==> src/rtl/branch_resolver_if.sv <==
// Branch comparator / resolver bundle: branch inputs from the core and comparator,
// resolution, prediction and statistics outputs back to the core.
interface branch_resolver_if;
  logic        br_valid;
  logic [2:0]  funct3;
  logic [31:0] pc;
  logic        br_less;
  logic        br_equal;
  logic        br_unsigned;
  logic        br_taken;
  logic        pred_taken;
  logic        mispredict;
  logic        illegal_br;
  logic [31:0] branch_count;
  logic [31:0] mispredict_count;

  modport master (
    output br_valid, funct3, pc, br_less, br_equal,
    input  br_unsigned, br_taken, pred_taken, mispredict, illegal_br,
           branch_count, mispredict_count
  );

  modport slave (
    input  br_valid, funct3, pc, br_less, br_equal,
    output br_unsigned, br_taken, pred_taken, mispredict, illegal_br,
           branch_count, mispredict_count
  );
endinterface

==> src/rtl/branch_resolver.sv <==
// Branch resolution for the single-cycle core: funct3 decode, taken decision,
// 2-bit saturating-counter BHT prediction and branch/mispredict statistics.
module branch_resolver #(
  parameter int unsigned BHT_ENTRIES = 64,
  parameter int unsigned IDX_W       = $clog2(BHT_ENTRIES)
) (
  input logic               i_clk,
  input logic               i_reset,
  branch_resolver_if.slave  br
);

  logic [1:0]       bht [BHT_ENTRIES];
  logic [IDX_W-1:0] idx;
  logic [1:0]       ctr;
  logic             illegal;
  logic             legal;
  logic             cond;
  logic             taken;
  logic             pred;
  logic             mis;
  logic [31:0]      branch_cnt;
  logic [31:0]      mispredict_cnt;
  logic             unused_pc;

  assign idx       = br.pc[IDX_W+1:2];
  assign unused_pc = ^br.pc;

  // funct3[0] inverts the base condition: BNE/BGE/BGEU are the complements.
  always_comb begin
    illegal = (br.funct3[2:1] == 2'b01);
    legal   = br.br_valid & ~illegal;
    case (br.funct3[2:1])
      2'b00:        cond = br.br_equal;
      2'b10, 2'b11: cond = br.br_less;
      default:      cond = 1'b0;
    endcase
    taken = legal & (cond ^ br.funct3[0]);
    ctr   = bht[idx];
    pred  = ctr[1];
    mis   = legal & (pred ^ taken);
  end

  assign br.br_unsigned      = br.funct3[1];
  assign br.br_taken         = taken;
  assign br.pred_taken       = pred;
  assign br.mispredict       = mis;
  assign br.illegal_br       = br.br_valid & illegal;
  assign br.branch_count     = branch_cnt;
  assign br.mispredict_count = mispredict_cnt;

  always_ff @(posedge i_clk or posedge i_reset) begin
    if (i_reset) begin
      for (int unsigned i = 0; i < BHT_ENTRIES; i++) bht[i] <= 2'b01;
      branch_cnt     <= '0;
      mispredict_cnt <= '0;
    end else if (legal) begin
      if (taken && ctr != 2'b11)       bht[idx] <= ctr + 2'd1;
      else if (!taken && ctr != 2'b00) bht[idx] <= ctr - 2'd1;
      branch_cnt <= branch_cnt + 32'd1;
      if (mis) mispredict_cnt <= mispredict_cnt + 32'd1;
    end
  end

endmodule

==> src/flat_wrapper.sv <==
// flat-port wrapper written by rule: the top's interface ports become plain ports
module branch_resolver_flat 
#(
  parameter int unsigned BHT_ENTRIES = 64,
  parameter int unsigned IDX_W       = $clog2(BHT_ENTRIES)
)
  (i_clk, i_reset, br_br_valid, br_funct3, br_pc, br_br_less, br_br_equal, br_br_unsigned, br_br_taken, br_pred_taken, br_mispredict, br_illegal_br, br_branch_count, br_mispredict_count);
  branch_resolver_if br_i ();
  input logic i_clk;
  input logic i_reset;
  input wire logic [$bits(br_i.br_valid)-1:0] br_br_valid;
  input wire logic [$bits(br_i.funct3)-1:0] br_funct3;
  input wire logic [$bits(br_i.pc)-1:0] br_pc;
  input wire logic [$bits(br_i.br_less)-1:0] br_br_less;
  input wire logic [$bits(br_i.br_equal)-1:0] br_br_equal;
  output wire logic [$bits(br_i.br_unsigned)-1:0] br_br_unsigned;
  output wire logic [$bits(br_i.br_taken)-1:0] br_br_taken;
  output wire logic [$bits(br_i.pred_taken)-1:0] br_pred_taken;
  output wire logic [$bits(br_i.mispredict)-1:0] br_mispredict;
  output wire logic [$bits(br_i.illegal_br)-1:0] br_illegal_br;
  output wire logic [$bits(br_i.branch_count)-1:0] br_branch_count;
  output wire logic [$bits(br_i.mispredict_count)-1:0] br_mispredict_count;
  assign br_i.br_valid = br_br_valid;
  assign br_i.funct3 = br_funct3;
  assign br_i.pc = br_pc;
  assign br_i.br_less = br_br_less;
  assign br_i.br_equal = br_br_equal;
  assign br_br_unsigned = br_i.br_unsigned;
  assign br_br_taken = br_i.br_taken;
  assign br_pred_taken = br_i.pred_taken;
  assign br_mispredict = br_i.mispredict;
  assign br_illegal_br = br_i.illegal_br;
  assign br_branch_count = br_i.branch_count;
  assign br_mispredict_count = br_i.mispredict_count;
  branch_resolver #(.BHT_ENTRIES(BHT_ENTRIES), .IDX_W(IDX_W)) u_core (.i_clk(i_clk), .i_reset(i_reset), .br(br_i));
endmodule
==> config.mk <==
export PLATFORM = sky130hd
export DESIGN_NAME = branch_resolver_flat
export DESIGN_NICKNAME = d
export VERILOG_FILES = /design/src/rtl/branch_resolver_if.sv /design/src/rtl/branch_resolver.sv /design/src/flat_wrapper.sv
export SDC_FILE = /design/constraint.sdc
export NUM_CORES = 1
export LEC_CHECK = 0
export ABC_CLOCK_PERIOD_IN_PS = 18400
export CAP_MARGIN = 5
export CORE_ASPECT_RATIO = 0.75
export CORE_UTILIZATION = 45
export DETAILED_ROUTE_END_ITERATION = 10
export HOLD_SLACK_MARGIN = 0.06
export PLACE_DENSITY = 0.72
export SETUP_SLACK_MARGIN = 0.3
export SYNTH_ARGS = -nofsm -noshare
export SYNTH_HDL_FRONTEND = slang
export SYNTH_SLANG_ARGS = --single-unit
==> constraint.sdc <==
create_clock -name i_clk -period 18.4 [get_ports i_clk]
set_clock_uncertainty 0.1 [all_clocks]
set_input_delay 2.76 -clock i_clk [delete_from_list [all_inputs] [get_ports i_clk]]
set_output_delay 2.76 -clock i_clk [all_outputs]
set_load 0.05 [all_outputs]
# Word-level counts from Yosys, hierarchy flattened

Index checks and enable logic that the tools add are counted.

Memories: 0
Flip-flop bits (word level): 192
Bits in writable memories: 0
Bits in latches: 0
Output and inout bits: 69
ROM bits: 0
Bits of input ports: 40
Logic and storage cells: 104

Reductions and logical operators: 10
Equality and inequality tests: 4
Add/sub/neg operators: 4
Bitwise logic cells: 8
Div/mod/pow operators: 0
Multiply operators: 0
Shift-type cells: 0
$lt $le $gt $ge: 2
Muxes and demuxes: 10

Operator list:

| operator                | number |
|---|---|
| $bwmux W128             | 2 |
| $mux W128               | 2 |
| $add A32 B1 Y32 const B | 2 |
| $bmux W2 S6             | 1 |
| $demux W2 S6            | 1 |
| $ge A7 B7 Y1 const B    | 1 |
| $lt A7 B1 Y1 const B    | 1 |
| $not A6 Y7              | 1 |
| $mux W2                 | 3 |
| $and A1 B1 Y1           | 4 |
| $eq A2 B2 Y1 const B    | 2 |
| $reduce_and A2 Y1       | 2 |
| $reduce_bool A2 Y1      | 2 |
| $logic_and A1 B1 Y1     | 3 |
| $add A2 B1 Y2 const B   | 1 |
| $eq A2 B1 Y1 const B    | 1 |
| $logic_not A2 Y1        | 1 |
| $ne A2 B2 Y1 const B    | 1 |
| $pmux W1 S2             | 1 |
| $reduce_or A2 Y1        | 1 |
| $sub A2 B1 Y2 const B   | 1 |
| $xor A1 B1 Y1           | 2 |
| $logic_not A1 Y1        | 1 |
| $not A1 Y1              | 1 |

# Longest topological paths before layout

Gate-level depths: netlist (run 1).

Word-level depth: 9
Depth in mapped cells: 19
Gate-level depth less buffers: 13

# Worst setup path after synthesis (run 1)

OpenSTA, ideal clock, no wires.

Kind: input to output
Start: input br_pc[2]
End: output br_mispredict
Path slack: 10.643 ns
Stages on the path: 8
Data arrival time: 4.897 ns
Cells stage by stage: buf_6 -> buf_2 -> mux4_2 -> mux2i_1 -> o22ai_1 -> a21oi_1 -> a21oi_2 -> nor3_2

Word-level cells in the longest chain between the ends: 6

Ends and longest elaborated chain:

| item                                       | line                  | text |
|---|---|---|
| start: declaration                         | flat_wrapper.sv:13    | `input wire logic [$bits(br_i.pc)-1:0] br_pc;` |
| $not A6 Y7 (not written as such)           | branch_resolver.sv:38 | `ctr = bht[idx];` |
| $bmux W2 S6                                | branch_resolver.sv:38 |  |
| $mux W2 (not written as such) (2 in a row) | branch_resolver.sv:38 |  |
| $xor A1 B1 Y1                              | branch_resolver.sv:40 | `mis = legal & (pred ^ taken);` |
| $and A1 B1 Y1                              | branch_resolver.sv:40 |  |
| end: declaration                           | flat_wrapper.sv:19    | `output wire logic [$bits(br_i.mispredict)-1:0] br_mispredict;` |

No other way between the ends. The select of a mux whose other input is x is not followed.

# Final worst setup path (run 1)

Ends and elaborated chain as after synthesis.

==> summary.txt, run 1 <==
Yosys
  • Net Count, Synth: 865
  • Count of state elements after synthesis: 192
  • Post-synth EDFFs: 0
  • Post-synthesis async set-or-reset flop share: 100.0%
  • Ys Warns: 0
  • Cell count after synthesis: 821
  • Ys flop type: dfrtp_1
  • Mean post-synth cell area: 11.91 µm²
  • Register area share after synthesis: 49.97%
  • Post-synthesis cell type count: between 50 and 60
  • Post-Syn Area: 9774 µm²

Critical path
  • CP max-delay cell: clkdlybuf4s50_1
  • Crit-path most repeated cell: buf_4
  • Crit. End Element: primary output
  • CP Cell Sequence: buf_2, buf_4, mux4_2, mux2i_1, nor4_2, nor4_4, a21oi_4, buf_4, nor3_2, clkdlybuf4s50_1
  • Crit start category: input pin
  • Arrival time of the worst setup path: 6.48 ns
  • Critical Path Max Stage Delay: 0.94 ns
  • CP max FO: 36
  • Critical Setup Path Class: input pin to primary output
  • Worst EP required: 15.54 ns

Flow run
  • Maxcap violations: 0

STA
  • F_max: 107.1 MHz
  • Fin. max-slew vios: 0
  • Setup violators final: 0
  • Period utilization: 50.76%
  • Relative slew margins: 27.02%
  • Worst-margin pin slew: 1.095 ns
  • Min Tclk post-route: 9.340 ns
  • Hold Fails Final Rpt: 0
  • Setup TNS: 0 ns
  • RSZ-0062 raised after global routing: false

Clocking
  • Hold buffers post-CTS: 0
  • Root buffer cell: clkbuf_16
  • Max clock buf depth: 2
  • CTS tree: done
  • PostCTS Resize Cnt: 0
  • H-tree levels: 4
  • Reg clk slew, reported paths: 0.07 ns
  • CTS buffer count: 17
  • Post-CTS Setup Bufs: 0
  • Skew-Pair Late Insertion Delay: 0.44 ns
  • Clock sink count: between 150 and 200

Finish
  • Core Util, Final: 53.39%
  • Nets: 923
  • Syn-to-layout area delta: 16.01%
  • Antenna cells: 0
  • Fraction of layout cells with a size suffix above 1: roughly 31%

Place
  • Post-DP HPWL: between 10 and 15 mm
  • I/O Buffers: 82
  • Global placer's final weighted congestion: 0.7978

Floorplan
  • Initial cell density of the core: ~46%
  • Die X: around 170 µm
  • Row count: 46
  • Ports: 109
  • Die H: 129.6 µm
  • Core region area: 21240 µm²
  • Die Area: 22320 µm²

Drt
  • DR iter-0 viols: 480
  • Vias: around 6.7k
  • Wirelength, routed: 22.43 mm
  • Vias/cell: 5.661
  • Antenna Nets Post-Route: 0
  • Routed length per instance: 19.01 µm
  • Residual DRC count: 0
  • First-pass DRT Iterations: 5

Power
  • Switching share of power: 31.30%
  • Comb pwr share: 18.8%
  • Clk network pwr share: 34.7%
  • Flop pwr share: 46.5%
  • Net Sw Power: 0.3399 mW
  • Maximum vdd drop: between 0.07 and 0.08 mV
  • Pwr/cell area: between 90 and 100 nW/µm²
  • Int Pwr: 0.7462 mW
  • Leak: around 4.8 nW

Global route
  • Initial antenna violation count: 0
  • Total GRT Usage: between 20% and 30%
  • Vias in the first global route: about 6.6k
  • Largest net degree at the start of global routing: ~110
  • Aggregate global routing overflow: 0
  • First-pass GRT wire length: 36.02 mm

Worst hold path
  • Worst hold path class: flip-flop to flip-flop

Outcome
  • Status: finished, final reports clean
[cell usage after synthesis, types with 3 or more instances]
cell	count	area, µm²
a21oi_1	4	20.02
a221o_1	4	40.04
a221oi_1	5	43.79
and2_1	5	31.28
and3_1	14	87.58
buf_1	3	11.26
buf_2	8	40.04
buf_4	6	45.04
buf_6	6	67.56
clkbuf_1	29	108.9
dfrtp_1	128	3203
dfstp_2	64	1682
ha_1	4	50.05
inv_1	16	60.06
mux2_1	7	78.83
mux2_2	104	1171
mux2i_1	16	160.2
mux4_2	21	473.0
nand2_1	51	191.4
nand2b_1	9	56.30
nand3_1	36	180.2
nand3b_1	4	30.03
nand4_1	15	93.84
nor2_1	67	251.5
nor2b_1	3	18.77
nor3_1	10	50.05
nor3_2	9	90.09
nor4_2	19	237.7
o21ai_0	45	225.2
o22ai_1	3	18.77
or3_1	6	37.54
xnor2_1	24	210.2
xor2_1	41	359.1
[stage by stage]
step	cell area (µm²)	power [mW]	cells	setup slack, ns	hold WS, ns
finish	11340	1.086	1180	9.060	0.3679
detailed placement	10750	0.7157	1148	9.126	0.3577
CTS	11340	1.093	1180	9.071	0.3695
global placement	10750	0.7106	1148	9.146	0.3565
floorplan	9774	0.6526	821	10.42	0.3532
global route	11340	1.130	1180	8.923	0.3801
[kinds of logic (layout without fill, tap and decap cells)]
kind of cell	count (synthesis)	after routing	synth area share, %
and+or+nand+nor	267	267	15.82
AOI/OAI and AO/OA	75	75	4.954
DFF	192	192	49.97
buffers and inverters	70	141	3.648
xor gates and xnor gates	65	65	5.824
muxes	148	148	19.27
adders and majority gates	4	4	0.5121
[final timing paths]
| check | from | endpoint | slack (ns) | cells past startpoint |
|---|---|---|---|---|
| hold / removal | u_core.br.branch_count[31] | u_core.br.branch_count[31] | 0.37 | 1 |
| max in group asynchronous | i_reset | u_core.bht[99] | 13.89 | 3 |
| min in group asynchronous | i_reset | u_core.br.branch_count[9] | 2.73 | 2 |
| setup / recovery | br_pc[2] | br_mispredict | 9.06 | 10 |
| hold reg to reg | u_core.br.branch_count[31] | u_core.br.branch_count[31] | 0.37 | 1 |
| setup reg to reg | flip-flop | u_core.bht[49] | 14.09 | 13 |
[area by class of cell]
cell class	count	area [µm²]
Clock buffer	17	425.4
Clock inverter	15	168.9
Fill cell	1781	9898
Inverter	17	71.32
Multi-Input combinational cell	559	4548
Sequential cell	192	4885
Tap cell	288	360.3
Timing Repair Buffer	92	880.8
[critical path: cells and delay by family]
kind	cells	cell delay [ns]
muxes	2	0.85
and+or+nand+nor	3	0.92
AOI/OAI and AO/OA	1	0.09
buffers and inverters	4	1.79
[layout by cell type (no fill, tap or decap), drive strengths merged, types with 9 or more instances in the layout]
cell type / n
o21ai: 45
nor3: 19
xor2: 41
xnor2: 24
dfstp: 64
nor4: 23
and3: 15
mux2: 111
clkdlybuf4s50: 79
buf: 13
nand3: 36
clkbuf: 17
mux2i: 16
nor2: 67
dfrtp: 128
nand2b: 9
inv: 26
nand2: 51
mux4: 21
nand4: 15
[routing by layer]
layer | vias up | routed length (µm) | share of wire [%] | global-route usage [%]
met5 | - | 0 | 0 | 0
met4 | 0 | 310 | 1.4 | 6.611
met3 | 25 | 905 | 4.0 | 4.246
met2 | 170 | 9893 | 44 | 30.83
met1 | 3424 | 11320 | 50 | 31.49
li1 | 3061 | - | - | -
[power groups by stage]
stage / clock (mW) / combinational [mW] / sequential, mW
finish: 0.376 / 0.204 / 0.505
floorplan: 0 / 0.109 / 0.544
CTS: 0.383 / 0.205 / 0.505
global route: 0.399 / 0.219 / 0.512
detailed placement: 0 / 0.204 / 0.512
global placement: 0 / 0.200 / 0.511
(Power assumes the default switching activity.)
==> run 2: changes to the inputs <==
- ABC_CLOCK_PERIOD_IN_PS: 18400 -> 7600
- PLACE_DENSITY: 0.72 -> 0.75
- clock period: 18.4 -> 7.6 ns (I/O delays scaled with it)
==> run 2 against run 1 <==
- core utilization shrank 0.12 points
- non-clock buffer count is 1 lower
- die area did not move
- clock power rose by 130%
- sequential cell count stayed put
- worst setup slack worse by 7.6 ns
- global-route usage down 0.36 points
- power grew 140%
- register-to-register slack got worse by 11 ns
- cell area is 0.22% lower
==> summary.txt, run 2 (synthesis results as in run 1) <==
Finish
  • Fill cell count: 1811
  • Antenna cells: 0
  • Syn-to-layout area delta: 15.76%
  • Register area: approximately 4900 µm²
  • Nets: 922
  • Commonest cells after routing, fill and taps aside: dfrtp_1, mux2_2, clkdlybuf4s50_1
  • Multi-input logic area: 4548 µm²
  • Fin area: 11310 µm²
  • Fraction of layout cells with a size suffix above 1: 30.64%
  • Commonest non-fill, non-tap cell in the layout: dfrtp_1

STA
  • Setup violators final: 0
  • Hold Fails Final Rpt: 0
  • Setup TNS: 0 ns
  • RSZ-0062 raised after global routing: false
  • Min Tclk post-route: 6.159 ns
  • Worst-margin pin slew: about 0.95 ns
  • Period utilization: 81.04%
  • F_max: approximately 160 MHz
  • Relative slew margins: a little over a third
  • Fin. max-slew vios: 0
  • Final hold slack: 0.3712 ns

Clocking
  • Max clock buf depth: 2
  • CTS tree: done
  • PostCTS Resize Cnt: 0
  • Root buffer cell: clkbuf_16
  • Clock sink count: around 190
  • H-tree levels: 4
  • CTS buffer count: 17
  • Skew-Pair Late Insertion Delay: between 0.4 and 0.5 ns
  • Reg clk slew, reported paths: 0.07 ns
  • Hold buffers post-CTS: 0
  • Post-CTS Setup Bufs: 0

Critical path
  • Worst EP required: about 6.4 ns
  • Critical Setup Path Class: input pin to primary output
  • Arrival time of the worst setup path: 4.92 ns
  • Crit path max-delay family: buffers and inverters
  • CP max-delay cell: clkdlybuf4s50_1
  • Crit. End Element: primary output
  • Critical Path Max Stage Delay: about 0.86 ns
  • CP max FO: 31
  • Crit start category: input pin
  • Crit-path most repeated cell: buf_4
  • Worst Path Buf+Inv: 4
  • CP Cell Sequence: buf_2, buf_4, mux4_2, mux2i_1, nor3_1, nor4_4, a21oi_4, buf_4, nor3_2, clkdlybuf4s50_1

Global route
  • Vias in the first global route: 6643
  • Largest net degree at the start of global routing: about 140
  • First-pass GRT wire length: approximately 36 mm
  • Initial antenna violation count: 0
  • Aggregate global routing overflow: 0
  • Total GRT Usage: 20.77%

Place
  • I/O Buffers: 82
  • Global placer's final weighted congestion: 0.8526
  • Placed Area: 10740 µm²
  • Post-DP HPWL: 14.49 mm

Power
  • Comb pwr share: 18.9%
  • Switching share of power: 30.77%
  • Int Pwr: 1.799 mW
  • Net Sw Power: 0.7994 mW
  • Maximum vdd drop: between 0.2 and 0.25 mV
  • Flop pwr share: between 40% and 50%
  • Final Power: about 2.6 mW
  • Pwr/cell area: approximately 230 nW/µm²
  • Leak: 4.800 nW
  • Clk network pwr share: 34.0%

Drt
  • Vias/cell: about 5.7
  • Residual DRC count: 0
  • DR iter-0 viols: 512
  • Antenna Nets Post-Route: 0
  • Vias: 6722
  • Wirelength, routed: 22.01 mm
  • First-pass DRT Iterations: 5
  • Routed length per instance: 18.67 µm

Floorplan
  • Ports: ~110
  • Die H: ~130 µm
  • Row count: 46
  • Core region area: 21240 µm²
  • Die X: 172.2 µm
  • Die Area: 22320 µm²
  • Initial cell density of the core: a little under half

Outcome
  • Status: finished, final reports clean

Flow run
  • Maxcap violations: 0

Worst hold path
  • Worst hold path class: flip-flop to flip-flop
[run 2: cell count changes in the layout (fill, tap and decap cells not counted)]
| cell | change |
|---|---|
| clkinv_4 | -1 |
| clkinv_2 | +1 |
| inv_6 | -1 |
| buf_4 | -1 |
| inv_8 | -1 |
| clkinvlp_4 | +3 |
| clkinv_8 | -1 |
[run 2: worst paths after layout]
check,startpoint,endpoint,slack (ns),cells after the start
worst max register to register,u_core.bht[115],u_core.bht[55],3.39,12
worst min-delay path,u_core.br.mispredict_count[31],u_core.br.mispredict_count[31],0.37,1
worst max-delay path,br_pc[2],br_mispredict,1.44,10
max in group asynchronous,i_reset,u_core.bht[31],4.82,3
worst min register to register,u_core.br.mispredict_count[31],u_core.br.mispredict_count[31],0.37,1
min in group asynchronous,i_reset,u_core.br.branch_count[18],1.18,2
[run 2: per-layer routing]
metal	part of all wire (%)	vias up	GRT usage, %
met4	0.97	0	4.841
met3	5.1	25	4.490
met1	49	3459	31.15
met2	45	176	30.57
met5	0	-	0
li1	-	3062	-
[run 2: final cells by class]
cell class | count | share of cell area, %
clock inverter | 15 | 1.338
multi-input combinational | 559 | 40.20
sequential | 192 | 43.17
tap | 288 | 3.185
inverter | 17 | 0.6303
clock buffer | 17 | 3.760
timing repair buffer | 91 | 7.719
[run 2: per-stage QoR]
step / utilization, % / cells / setup WS [ns]
finish: 53.28 / 1179 / 1.441
CTS: 53.28 / 1179 / 1.417
global placement: 50.56 / 1147 / 1.459
detailed placement: 50.56 / 1147 / 1.437
floorplan: - / 821 / 1.239
global route: 53.28 / 1179 / 1.273
[run 2: power groups by stage]
stage	clock network, mW	logic [mW]	registers [mW]
2_1_floorplan	0	0.263	1.32
3_3_place_gp	0	0.480	1.24
3_5_place_dp	0	0.491	1.24
4_1_cts	0.902	0.493	1.22
5_1_grt	0.938	0.524	1.24
6_report	0.883	0.490	1.23
[run 2: worst reg2reg max path, stage by stage (launching register included)]
cell and delay (ns):
dfrtp_1 0.38, mux4_2 0.47, mux2i_1 0.26, nor4_2 0.09, nor4_4 0.41, and2_1 0.22
inv_1 0.06, ha_1 0.21, inv_1 0.05, o211ai_1 0.37, or4b_1 0.83, or2_1 0.31
mux2_1 0.31
